<file path="config.mk">
export PLATFORM = sky130hd
export DESIGN_NAME = ps2_key_event_decoder_flat
export DESIGN_NICKNAME = d
export VERILOG_FILES = /design/src/rtl/ps2_pkg.sv /design/src/rtl/ps2_key_event_decoder_if.sv /design/src/rtl/ps2_ascii_map.sv /design/src/rtl/ps2_key_event_decoder.sv /design/src/flat_wrapper.sv
export SDC_FILE = /design/constraint.sdc
export NUM_CORES = 1
export LEC_CHECK = 0
export ABC_AREA = 0
export BUFFER_PORTS_ARGS = -buffer_cell sky130_fd_sc_hd__buf_2
export CAP_MARGIN = 20
export CORE_ASPECT_RATIO = 1.5
export CORE_UTILIZATION = 25
export CTS_BUF_LIST = sky130_fd_sc_hd__clkbuf_8
export CTS_CLUSTER_DIAMETER = 60
export DETAILED_ROUTE_END_ITERATION = 16
export GPL_ROUTABILITY_DRIVEN = 1
export PLACE_DENSITY = 0.52
export SLEW_MARGIN = 25
export SYNTH_ARGS = -nofsm -noshare
export SYNTH_HDL_FRONTEND = slang
export SYNTH_SLANG_ARGS = --single-unit
export TNS_END_PERCENT = 100
</file>
<file path="constraint.sdc">
create_clock -name clk -period 3.1 [get_ports clk]
set_input_delay 0.465 -clock clk [delete_from_list [all_inputs] [get_ports clk]]
set_output_delay 0.465 -clock clk [all_outputs]
set_load 0.01 [all_outputs]
</file>
<file path="src/rtl/ps2_pkg.sv">
// ps2_pkg: scancode constants, control-byte list and the key event type shared by the PS/2 decoder.
package ps2_pkg;
    localparam logic [7:0] SC_EXT    = 8'hE0;
    localparam logic [7:0] SC_BRK    = 8'hF0;
    localparam logic [7:0] SC_LSHIFT = 8'h12;
    localparam logic [7:0] SC_RSHIFT = 8'h59;
    localparam logic [7:0] SC_CAPS   = 8'h58;

    typedef enum logic [1:0] {IDLE, PFX_E0, PFX_F0, PFX_E0F0} ps2_state_t;

    typedef struct packed {
        logic [7:0] code;
        logic       ext;
        logic       brk;
        logic       rpt;
        logic [7:0] ascii;
    } key_event_t;

    // Keyboard status/ack bytes that never form part of a key sequence.
    function automatic logic is_ctrl(input logic [7:0] b);
        return b inside {8'hAA, 8'hFA, 8'hEE, 8'hFE, 8'h00, 8'hFF};
    endfunction
endpackage

</file>
<file path="src/rtl/ps2_key_event_decoder_if.sv">
// ps2_key_event_decoder_if: scancode input strobe and key event valid/ready output bundle.
interface ps2_key_event_decoder_if;
    logic       sc_valid;
    logic [7:0] sc_data;
    logic       ev_valid;
    logic       ev_ready;
    logic [7:0] ev_code;
    logic       ev_ext;
    logic       ev_break;
    logic       ev_repeat;
    logic [7:0] ev_ascii;

    modport master (
        output sc_valid, sc_data, ev_ready,
        input  ev_valid, ev_code, ev_ext, ev_break, ev_repeat, ev_ascii
    );
    modport slave (
        input  sc_valid, sc_data, ev_ready,
        output ev_valid, ev_code, ev_ext, ev_break, ev_repeat, ev_ascii
    );
endinterface

</file>
<file path="src/rtl/ps2_ascii_map.sv">
// ps2_ascii_map: set-2 scancode to ASCII, applying Shift to symbols and Shift^CapsLock to letters.
module ps2_ascii_map
    import ps2_pkg::*;
(
    input  logic [7:0] code,
    input  logic       shift,
    input  logic       caps,
    output logic [7:0] ascii
);
    // {is_letter, unshifted, shifted}
    logic [16:0] t;

    always_comb begin
        t = '0;
        case (code)
            8'h1C: t = {1'b1, "a", "A"};
            8'h32: t = {1'b1, "b", "B"};
            8'h21: t = {1'b1, "c", "C"};
            8'h23: t = {1'b1, "d", "D"};
            8'h24: t = {1'b1, "e", "E"};
            8'h2B: t = {1'b1, "f", "F"};
            8'h34: t = {1'b1, "g", "G"};
            8'h33: t = {1'b1, "h", "H"};
            8'h43: t = {1'b1, "i", "I"};
            8'h3B: t = {1'b1, "j", "J"};
            8'h42: t = {1'b1, "k", "K"};
            8'h4B: t = {1'b1, "l", "L"};
            8'h3A: t = {1'b1, "m", "M"};
            8'h31: t = {1'b1, "n", "N"};
            8'h44: t = {1'b1, "o", "O"};
            8'h4D: t = {1'b1, "p", "P"};
            8'h15: t = {1'b1, "q", "Q"};
            8'h2D: t = {1'b1, "r", "R"};
            8'h1B: t = {1'b1, "s", "S"};
            8'h2C: t = {1'b1, "t", "T"};
            8'h3C: t = {1'b1, "u", "U"};
            8'h2A: t = {1'b1, "v", "V"};
            8'h1D: t = {1'b1, "w", "W"};
            8'h22: t = {1'b1, "x", "X"};
            8'h35: t = {1'b1, "y", "Y"};
            8'h1A: t = {1'b1, "z", "Z"};
            8'h16: t = {1'b0, "1", "!"};
            8'h1E: t = {1'b0, "2", "@"};
            8'h26: t = {1'b0, "3", "#"};
            8'h25: t = {1'b0, "4", "$"};
            8'h2E: t = {1'b0, "5", "%"};
            8'h36: t = {1'b0, "6", "^"};
            8'h3D: t = {1'b0, "7", "&"};
            8'h3E: t = {1'b0, "8", "*"};
            8'h46: t = {1'b0, "9", "("};
            8'h45: t = {1'b0, "0", ")"};
            8'h0E: t = {1'b0, 8'h60, 8'h7E};
            8'h4E: t = {1'b0, "-", "_"};
            8'h55: t = {1'b0, "=", "+"};
            8'h54: t = {1'b0, "[", "{"};
            8'h5B: t = {1'b0, "]", "}"};
            8'h5D: t = {1'b0, 8'h5C, 8'h7C};
            8'h4C: t = {1'b0, ";", ":"};
            8'h52: t = {1'b0, 8'h27, 8'h22};
            8'h41: t = {1'b0, ",", "<"};
            8'h49: t = {1'b0, ".", ">"};
            8'h4A: t = {1'b0, "/", "?"};
            8'h29: t = {1'b0, 8'h20, 8'h20};
            8'h5A: t = {1'b0, 8'h0D, 8'h0D};
            8'h66: t = {1'b0, 8'h08, 8'h08};
            default: t = '0;
        endcase
    end

    assign ascii = (t[16] ? (shift ^ caps) : shift) ? t[7:0] : t[15:8];
endmodule

</file>
<file path="src/rtl/ps2_key_event_decoder.sv">
// ps2_key_event_decoder: turns the PS/2 set-2 byte stream into key events with ASCII,
// tracking Shift/CapsLock and typematic repeats, queued in a first-word-fall-through FIFO.
module ps2_key_event_decoder
    import ps2_pkg::*;
#(
    parameter int FIFO_DEPTH = 8,
    parameter int CNT_W      = 8
) (
    input  logic                  clk,
    input  logic                  rst_n,
    ps2_key_event_decoder_if.slave bus,
    output logic                  shift,
    output logic                  caps,
    output logic [CNT_W-1:0]      press_cnt,
    output logic                  overflow
);
    localparam int AW = $clog2(FIFO_DEPTH);
    localparam int CW = AW + 1;

    ps2_state_t state, state_n;
    logic [7:0] b, map_ascii, held_code;
    logic       held_ext, held_v, held_hit;
    logic       ctl, is_pfx, emit, press, e_ext, e_brk, rpt, is_shift_key;
    key_event_t ev, head;
    key_event_t mem [FIFO_DEPTH];
    logic [AW-1:0] wr_ptr, rd_ptr;
    logic [CW-1:0] count;
    logic       full, push, pop;

    assign b      = bus.sc_data;
    assign ctl    = is_ctrl(b);
    assign is_pfx = (b == SC_EXT) || (b == SC_BRK);
    // Every non-control, non-prefix byte terminates a sequence and produces an event.
    assign emit   = bus.sc_valid && !ctl && !is_pfx;
    assign e_ext  = state inside {PFX_E0, PFX_E0F0};
    assign e_brk  = state inside {PFX_F0, PFX_E0F0};
    assign press  = emit && !e_brk;

    always_comb begin
        state_n = state;
        if (bus.sc_valid)
            state_n = (b == SC_EXT && state inside {IDLE, PFX_E0}) ? PFX_E0 :
                      (b == SC_BRK && state == IDLE)               ? PFX_F0 :
                      (b == SC_BRK && state == PFX_E0)             ? PFX_E0F0 : IDLE;
    end

    assign held_hit     = held_v && held_code == b && held_ext == e_ext;
    assign rpt          = !e_brk && held_hit;
    assign is_shift_key = !e_ext && (b == SC_LSHIFT || b == SC_RSHIFT);

    ps2_ascii_map u_map (
        .code  (b),
        .shift (shift),
        .caps  (caps),
        .ascii (map_ascii)
    );

    assign ev = '{code: b, ext: e_ext, brk: e_brk, rpt: rpt,
                  ascii: (e_brk || e_ext) ? 8'h00 : map_ascii};

    assign full = count == CW'(FIFO_DEPTH);
    assign pop  = bus.ev_valid && bus.ev_ready;
    assign push = emit && (!full || pop);
    assign head = mem[rd_ptr];

    assign bus.ev_valid = count != '0;
    assign {bus.ev_code, bus.ev_ext, bus.ev_break, bus.ev_repeat, bus.ev_ascii} =
        bus.ev_valid ? head : '0;

    always_ff @(posedge clk or negedge rst_n) begin
        if (!rst_n) begin
            state     <= IDLE;
            held_code <= '0;
            held_ext  <= 1'b0;
            held_v    <= 1'b0;
            shift     <= 1'b0;
            caps      <= 1'b0;
            press_cnt <= '0;
            overflow  <= 1'b0;
            wr_ptr    <= '0;
            rd_ptr    <= '0;
            count     <= '0;
        end else begin
            state <= state_n;
            if (press && !rpt) begin
                held_code <= b;
                held_ext  <= e_ext;
                held_v    <= 1'b1;
                press_cnt <= press_cnt + CNT_W'(1);
            end
            if (emit && e_brk && held_hit)
                held_v <= 1'b0;
            if (press && is_shift_key)
                shift <= 1'b1;
            else if (emit && e_brk && is_shift_key)
                shift <= 1'b0;
            if (press && !rpt && !e_ext && b == SC_CAPS)
                caps <= !caps;
            if (emit && !push)
                overflow <= 1'b1;
            if (push)
                wr_ptr <= wr_ptr + AW'(1);
            if (pop)
                rd_ptr <= rd_ptr + AW'(1);
            count <= count + CW'(push) - CW'(pop);
        end
    end

    always_ff @(posedge clk) begin
        if (push)
            mem[wr_ptr] <= ev;
    end
endmodule
</file>
<file path="src/flat_wrapper.sv">
// flat-port wrapper written by rule: the top's interface ports become plain ports
module ps2_key_event_decoder_flat import ps2_pkg::*;
#(
    parameter int FIFO_DEPTH = 8,
    parameter int CNT_W      = 8
)
  (clk, rst_n, shift, caps, press_cnt, overflow, bus_sc_valid, bus_sc_data, bus_ev_ready, bus_ev_valid, bus_ev_code, bus_ev_ext, bus_ev_break, bus_ev_repeat, bus_ev_ascii);
  ps2_key_event_decoder_if bus_i ();
  input  logic clk;
  input  logic rst_n;
  output logic shift;
  output logic caps;
  output logic [CNT_W-1:0] press_cnt;
  output logic overflow;
  input wire logic [$bits(bus_i.sc_valid)-1:0] bus_sc_valid;
  input wire logic [$bits(bus_i.sc_data)-1:0] bus_sc_data;
  input wire logic [$bits(bus_i.ev_ready)-1:0] bus_ev_ready;
  output wire logic [$bits(bus_i.ev_valid)-1:0] bus_ev_valid;
  output wire logic [$bits(bus_i.ev_code)-1:0] bus_ev_code;
  output wire logic [$bits(bus_i.ev_ext)-1:0] bus_ev_ext;
  output wire logic [$bits(bus_i.ev_break)-1:0] bus_ev_break;
  output wire logic [$bits(bus_i.ev_repeat)-1:0] bus_ev_repeat;
  output wire logic [$bits(bus_i.ev_ascii)-1:0] bus_ev_ascii;
  assign bus_i.sc_valid = bus_sc_valid;
  assign bus_i.sc_data = bus_sc_data;
  assign bus_i.ev_ready = bus_ev_ready;
  assign bus_ev_valid = bus_i.ev_valid;
  assign bus_ev_code = bus_i.ev_code;
  assign bus_ev_ext = bus_i.ev_ext;
  assign bus_ev_break = bus_i.ev_break;
  assign bus_ev_repeat = bus_i.ev_repeat;
  assign bus_ev_ascii = bus_i.ev_ascii;
  ps2_key_event_decoder #(.FIFO_DEPTH(FIFO_DEPTH), .CNT_W(CNT_W)) u_core (.clk(clk), .rst_n(rst_n), .bus(bus_i), .shift(shift), .caps(caps), .press_cnt(press_cnt), .overflow(overflow));
endmodule
</file>
After elaboration in Yosys (flattened, before gate mapping):

Memories as Yosys holds them, arrays and structs flattened.
Cells that the tools add are included.

* add/sub/neg operators: 5
* multipliers: 0
* div/mod/pow operators: 0
* order comparisons: 0
* equality and inequality tests: 16
* shift operators: 0
* muxes and demuxes: 14
* bitwise logic cells: 1
* reductions and logical operators: 41

Operators with widths (count)
* $eq A8 B8 Y1 const B: 7
* $logic_and A1 B1 Y1: 20
* $mux W19: 1
* $mux W17: 1
* $eq A8 B7 Y1 const B: 2
* $mux W8: 2
* $reduce_bool A2 Y1: 5
* $add A8 B1 Y8 const B: 1
* $eq A8 B5 Y1 const B: 1
* $eq A8 B8 Y1: 1
* $logic_not A1 Y1: 8
* $logic_not A8 Y1: 1
* $mux W1: 7
* $add A3 B1 Y3 const B: 2
* $mux W2: 3
* $reduce_bool A6 Y1: 1
* $add A4 B1 Y4: 1
* $eq A2 B2 Y1 const B: 2
* $eq A4 B4 Y1 const B: 1
* $logic_or A1 B1 Y1: 4
* $reduce_bool A4 Y1: 1
* $sub A4 B1 Y4: 1
* $eq A2 B1 Y1 const B: 1
* $logic_not A2 Y1: 1
* other kinds (2): 2

* flip-flop bits (word level): 33
* bits in latches: 0
* memory bits (writable): 152
* memory bits (read-only): 1920
* output and inout port bits: 31
* logic and storage cells: 90
* memories kept: 2

Memory list
* (name not given): words 128, bits a word 15, read ports 1, clocked after Yosys merged registers in 0, wr ports 0, RTL line ps2_ascii_map.sv:15 `case (code)`
* u_core.mem: words 8, bits a word 19, read ports 1, clocked after Yosys merged registers in 0, wr ports 1, RTL line ps2_key_event_decoder.sv:25 `key_event_t mem [FIFO_DEPTH];`

Depth between registers and ports, before layout:

* word-level depth: 9
* depth in mapped cells: 13
* depth with buffers taken out: 12

Hierarchy:

A second synthesis with hierarchy kept.

* cell total of the unflattened synthesis: 685
* area, all modules: 9266.4 um^2

Modules (own cells, without submodules)
* ps2_key_event_decoder: instances 1, cells an instance 410, area each 7604.8 um^2, sequential area each 5390.2 um^2
* ps2_ascii_map: instances 1, cells an instance 275, area each 1661.6 um^2, sequential area each 0.0 um^2

Worst setup path after synthesis:

No wires, ideal clock.

* path kind: input to register
* from: input port bus_sc_data[1]
* to: memory u_core.mem[4][0] (netlist name) (enable)
* data arrival time: 3.677 ns
* path slack: -1.016 ns
* stages: 9
* path buffers: 2
* cell sequence: clkbuf_1 -> inv_1 -> ha_1 -> buf_4 -> or3b_1 -> o41ai_2 -> a31oi_2 -> nand3_2 -> nor4_1

* word-level cells in the longest chain between the ends: 8
* elaborated cells on any way between the ends: 17

RTL lines
* start, declared: RTL line flat_wrapper.sv:16 `input wire logic [$bits(bus_i.sc_data)-1:0] bus_sc_data;`
* $eq A8 B8 Y1 or $logic_not A8 Y1 (tied branches): RTL line ps2_pkg.sv:21 `return b inside {8'hAA, 8'hFA, 8'hEE, 8'hFE, 8'h00, 8'hFF};`
* $reduce_bool A6 Y1: RTL line ps2_pkg.sv:21
* $logic_not A1 Y1: RTL line ps2_key_event_decoder.sv:34 `assign emit = bus.sc_valid && !ctl && !is_pfx;`
* $logic_and A1 B1 Y1: RTL line ps2_key_event_decoder.sv:34
* $logic_and A1 B1 Y1 (*): RTL line ps2_key_event_decoder.sv:34
* $logic_and A1 B1 Y1 (*): RTL line ps2_key_event_decoder.sv:63 `assign push = emit && (!full || pop);`
* $mux W1 (*): RTL line ps2_key_event_decoder.sv:110 `if (push)`
* $mux W1 (not written as such) (*): RTL line ps2_key_event_decoder.sv:111 `mem[wr_ptr] <= ev;`
* end, declared: RTL line ps2_key_event_decoder.sv:25

Every way passes the cells marked *; elsewhere a longest branch is shown, timed or not.

Worst setup path after layout:

* from: register u_core.rd_ptr[0]
* to: output port bus_ev_ascii[2]

* word-level cells in the longest chain between the ends: 2

RTL lines
* start, declared: RTL line ps2_key_event_decoder.sv:26 `logic [AW-1:0] wr_ptr, rd_ptr;`
* start signal, assigned: RTL line ps2_key_event_decoder.sv:104 `rd_ptr <= rd_ptr + AW'(1);`
* $mem_v2 Z8 W19
* $mux W19: RTL line ps2_key_event_decoder.sv:68 `bus.ev_valid ? head : '0;`
* end, declared: RTL line flat_wrapper.sv:23 `output wire logic [$bits(bus_i.ev_ascii)-1:0] bus_ev_ascii;`

No other way between the ends.

==> out/metrics.cfg <==
[logic_synthesis]
synth_top_cell_by_area=edfxtp_1
syn-num-nets=708
synth_cells=678
yosysTopAreaCellShare=0.4760
synth-seq-area-share=0.5669
yosys-top-cells-count=edfxtp_1, nor2_1, nand2_1, mux4_2, dfrtp_1
synth_area_leaders=edfxtp_1, mux4_2, dfrtp_1
netlist_area_sq_um=9084
synthDistinctLibCells=84
synthArstFlopShare=0.1864
avgSynthCellArea_sq_um=13.40
ys.flop_type=edfxtp_1
yosysWarnings=0
yosysMostFrequentCell=edfxtp_1
synth.ff_latch_count=177
synth_edf_count=144

[route]
first_pass_iters=5
vias=5981
viasPerCell=4.792
wl_um=24060
drc_errors=0
drtIter0Drc=505
ant_nets=0
wire_per_inst_um=19.27

[layout]
multi_input_area_sq_um=3628
area_delta_synth_final_pct=18.32
ff_latch_area_sq_um=5151
fillCellCount=3653
drive_above_1_share=0.2822
finalNonFillerCells=1248
final_nets=786

[timing]
finalSetupViolCount=0
slew_headroom=0.4981
clock_skew_ns=0.01192
maxSlewViolCount=0
fmax_mhz=377.7
rsz0062_at_grt=false
final.period_utilization=0.8541
tightest_slew_ns=0.7529
holdWs_ns=0.03880
hold_viol_final=0
min_period_ns=2.648

[clock_network]
clk_pin_slew_ns=0.09
cts_root_buf=clkbuf_8
cts_tree=done
clk_latency_ns=0.48
cts_resized=0
clock_path_buffers=2
htreeDepth=4
clock_sinks=177
post_cts_buffers=0
postCtsHoldBufs=0
cts-buffers-inserted=17

[run]
cap_violations=0

[die]
coreArea_sq_um=35840
rows=85
io_pins=43
die_h_um=235.5
die_area_sq_um=37120
die_x_um=157.6
initial_core_util=0.2534

[worst_setup_path]
worst-endpoint-required_ns=2.63
crit_type=register to primary output
critPathMaxFanout=38
cp_data_arrival_time_ns=2.18
startpoint_type=register
crit_path_end_kind=primary output

[place]
gp_congestion=0.9011
dp_cells=1214
io_buffers=41
dpl.hpwl_um=16820

[power]
vdd_ir_drop_max_mv=0.2568
powerDensity_nw_per_um2=722.1
p_leak_nw=3.835
finalPower_mw=7.761

[run_status]
outcome=completed

[global_route]
grt_pass1_vias=6188
grt_start_max_net_pins=42
grt-ovfl-total=0
antenna_found_initial=1
grt_pass1_wl_um=37370
grt_use_total=0.1372

[min_path]
min_path_type=primary input to asynchronous set/reset pin

## worst max-delay path, cell delays in order, from the launching register on
cell,delay (ns)
dfrtp_2,0.38
buf_12,0.27
mux4_2,0.56
mux2i_1,0.21
nor2_1,0.08
buf_2,0.15
## stage by stage
step	area [sq um]	worst slack (ns)	TNS, ns	utilization
global placement	10310	0.1621	0	0.2877
floorplan	9119	-0.3206	-24.98	-
finish	10750	0.4524	0	0.2999
detailed placement	10310	0.03672	0	0.2877
global route	10750	0.3079	0	0.2999
CTS	10730	0.3406	0	0.2994
## worst paths after layout
| check | slack [ns] | start | endpoint | depth (start not counted) |
|---|---|---|---|---|
| min reg2reg | 0.47 | u_core.press_cnt[7]$_DFFE_PN0P_ | u_core.press_cnt[7]$_DFFE_PN0P_ | 1 |
| max reg2reg | 0.89 | u_core.count[2]$_DFF_PN0_ | u_core.count[2]$_DFF_PN0_ | 12 |
| min in group clk | 0.24 | bus_sc_valid | u_core.state[0]$_DFFE_PN0P_ | 2 |
| min | 0.04 | rst_n | u_core.rd_ptr[2]$_DFFE_PN0P_ | 1 |
| max | 0.45 | u_core.rd_ptr[0]$_DFFE_PN0P_ | bus_ev_ascii[2] | 5 |
| max in group asynchronous | 2.54 | rst_n | u_core.rd_ptr[0]$_DFFE_PN0P_ | 1 |
## flip-flops by register name, summed over array words and instances (netlist names)
name              count
u_core.wr_ptr         3
u_core.overflow       1
u_core.state          2
u_core.count          4
u_core.held_code      8
u_core.press_cnt      8
u_core.mem          144
u_core.caps           1
u_core.held_ext       1
u_core.held_v         1
u_core.rd_ptr         3
u_core.shift          1
## logic make-up after synthesis
group	after synthesis	synth area share
other	1	0.0004128
multiplexers	71	0.1306
adder cells (fa/ha/maj)	18	0.02562
buffers and inverters	76	0.04270
AND/OR/NAND/NOR	175	0.1017
XOR/XNOR	23	0.02218
AO/OA/AOI/OAI	137	0.1099
flip-flops	177	0.5669
## power breakdown
| group | internal, mW | switching (mW) |
|---|---|---|
| sequential | 3.01 | 0.223 |
| clock | 0.807 | 0.869 |
| combinational | 1.31 | 1.54 |
| total | 5.13 | 2.63 |
## layout make-up
class,instances,area share
timing repair buffer,113,0.08056
clock inverter,15,0.01723
clock buffer,17,0.02177
multi-input combinational,425,0.3376
antenna,1,0.0002328
sequential,177,0.4793
inverter,22,0.007683
tap,478,0.05565
## routing by layer
layer / track usage / wire [um]
met5: 0 / 0
met4: 0.08267 / 1154
met3: 0.02264 / 858
met2: 0.2404 / 12870
met1: 0.1531 / 9172
## placed cells by master, fill, tap and decap left out, types with 9 or more instances in the layout
master / netlist / layout
nand3_1: 12 / 12
ha_1: 17 / 17
mux2i_1: 27 / 27
edfxtp_1: 144 / 144
buf_2: 13 / 41
inv_1: 20 / 21
nor2b_1: 11 / 11
nand2b_1: 9 / 9
xor2_1: 16 / 16
o21ai_0: 29 / 29
nor2_1: 45 / 45
clkbuf_8: 0 / 17
buf_4: 5 / 62
nor3_1: 14 / 12
a21oi_1: 30 / 30
mux4_2: 37 / 37
nand2_1: 43 / 43
buf_12: 0 / 9
dfrtp_1: 33 / 32
No activity file was read; power rests on OpenSTA's default activity.
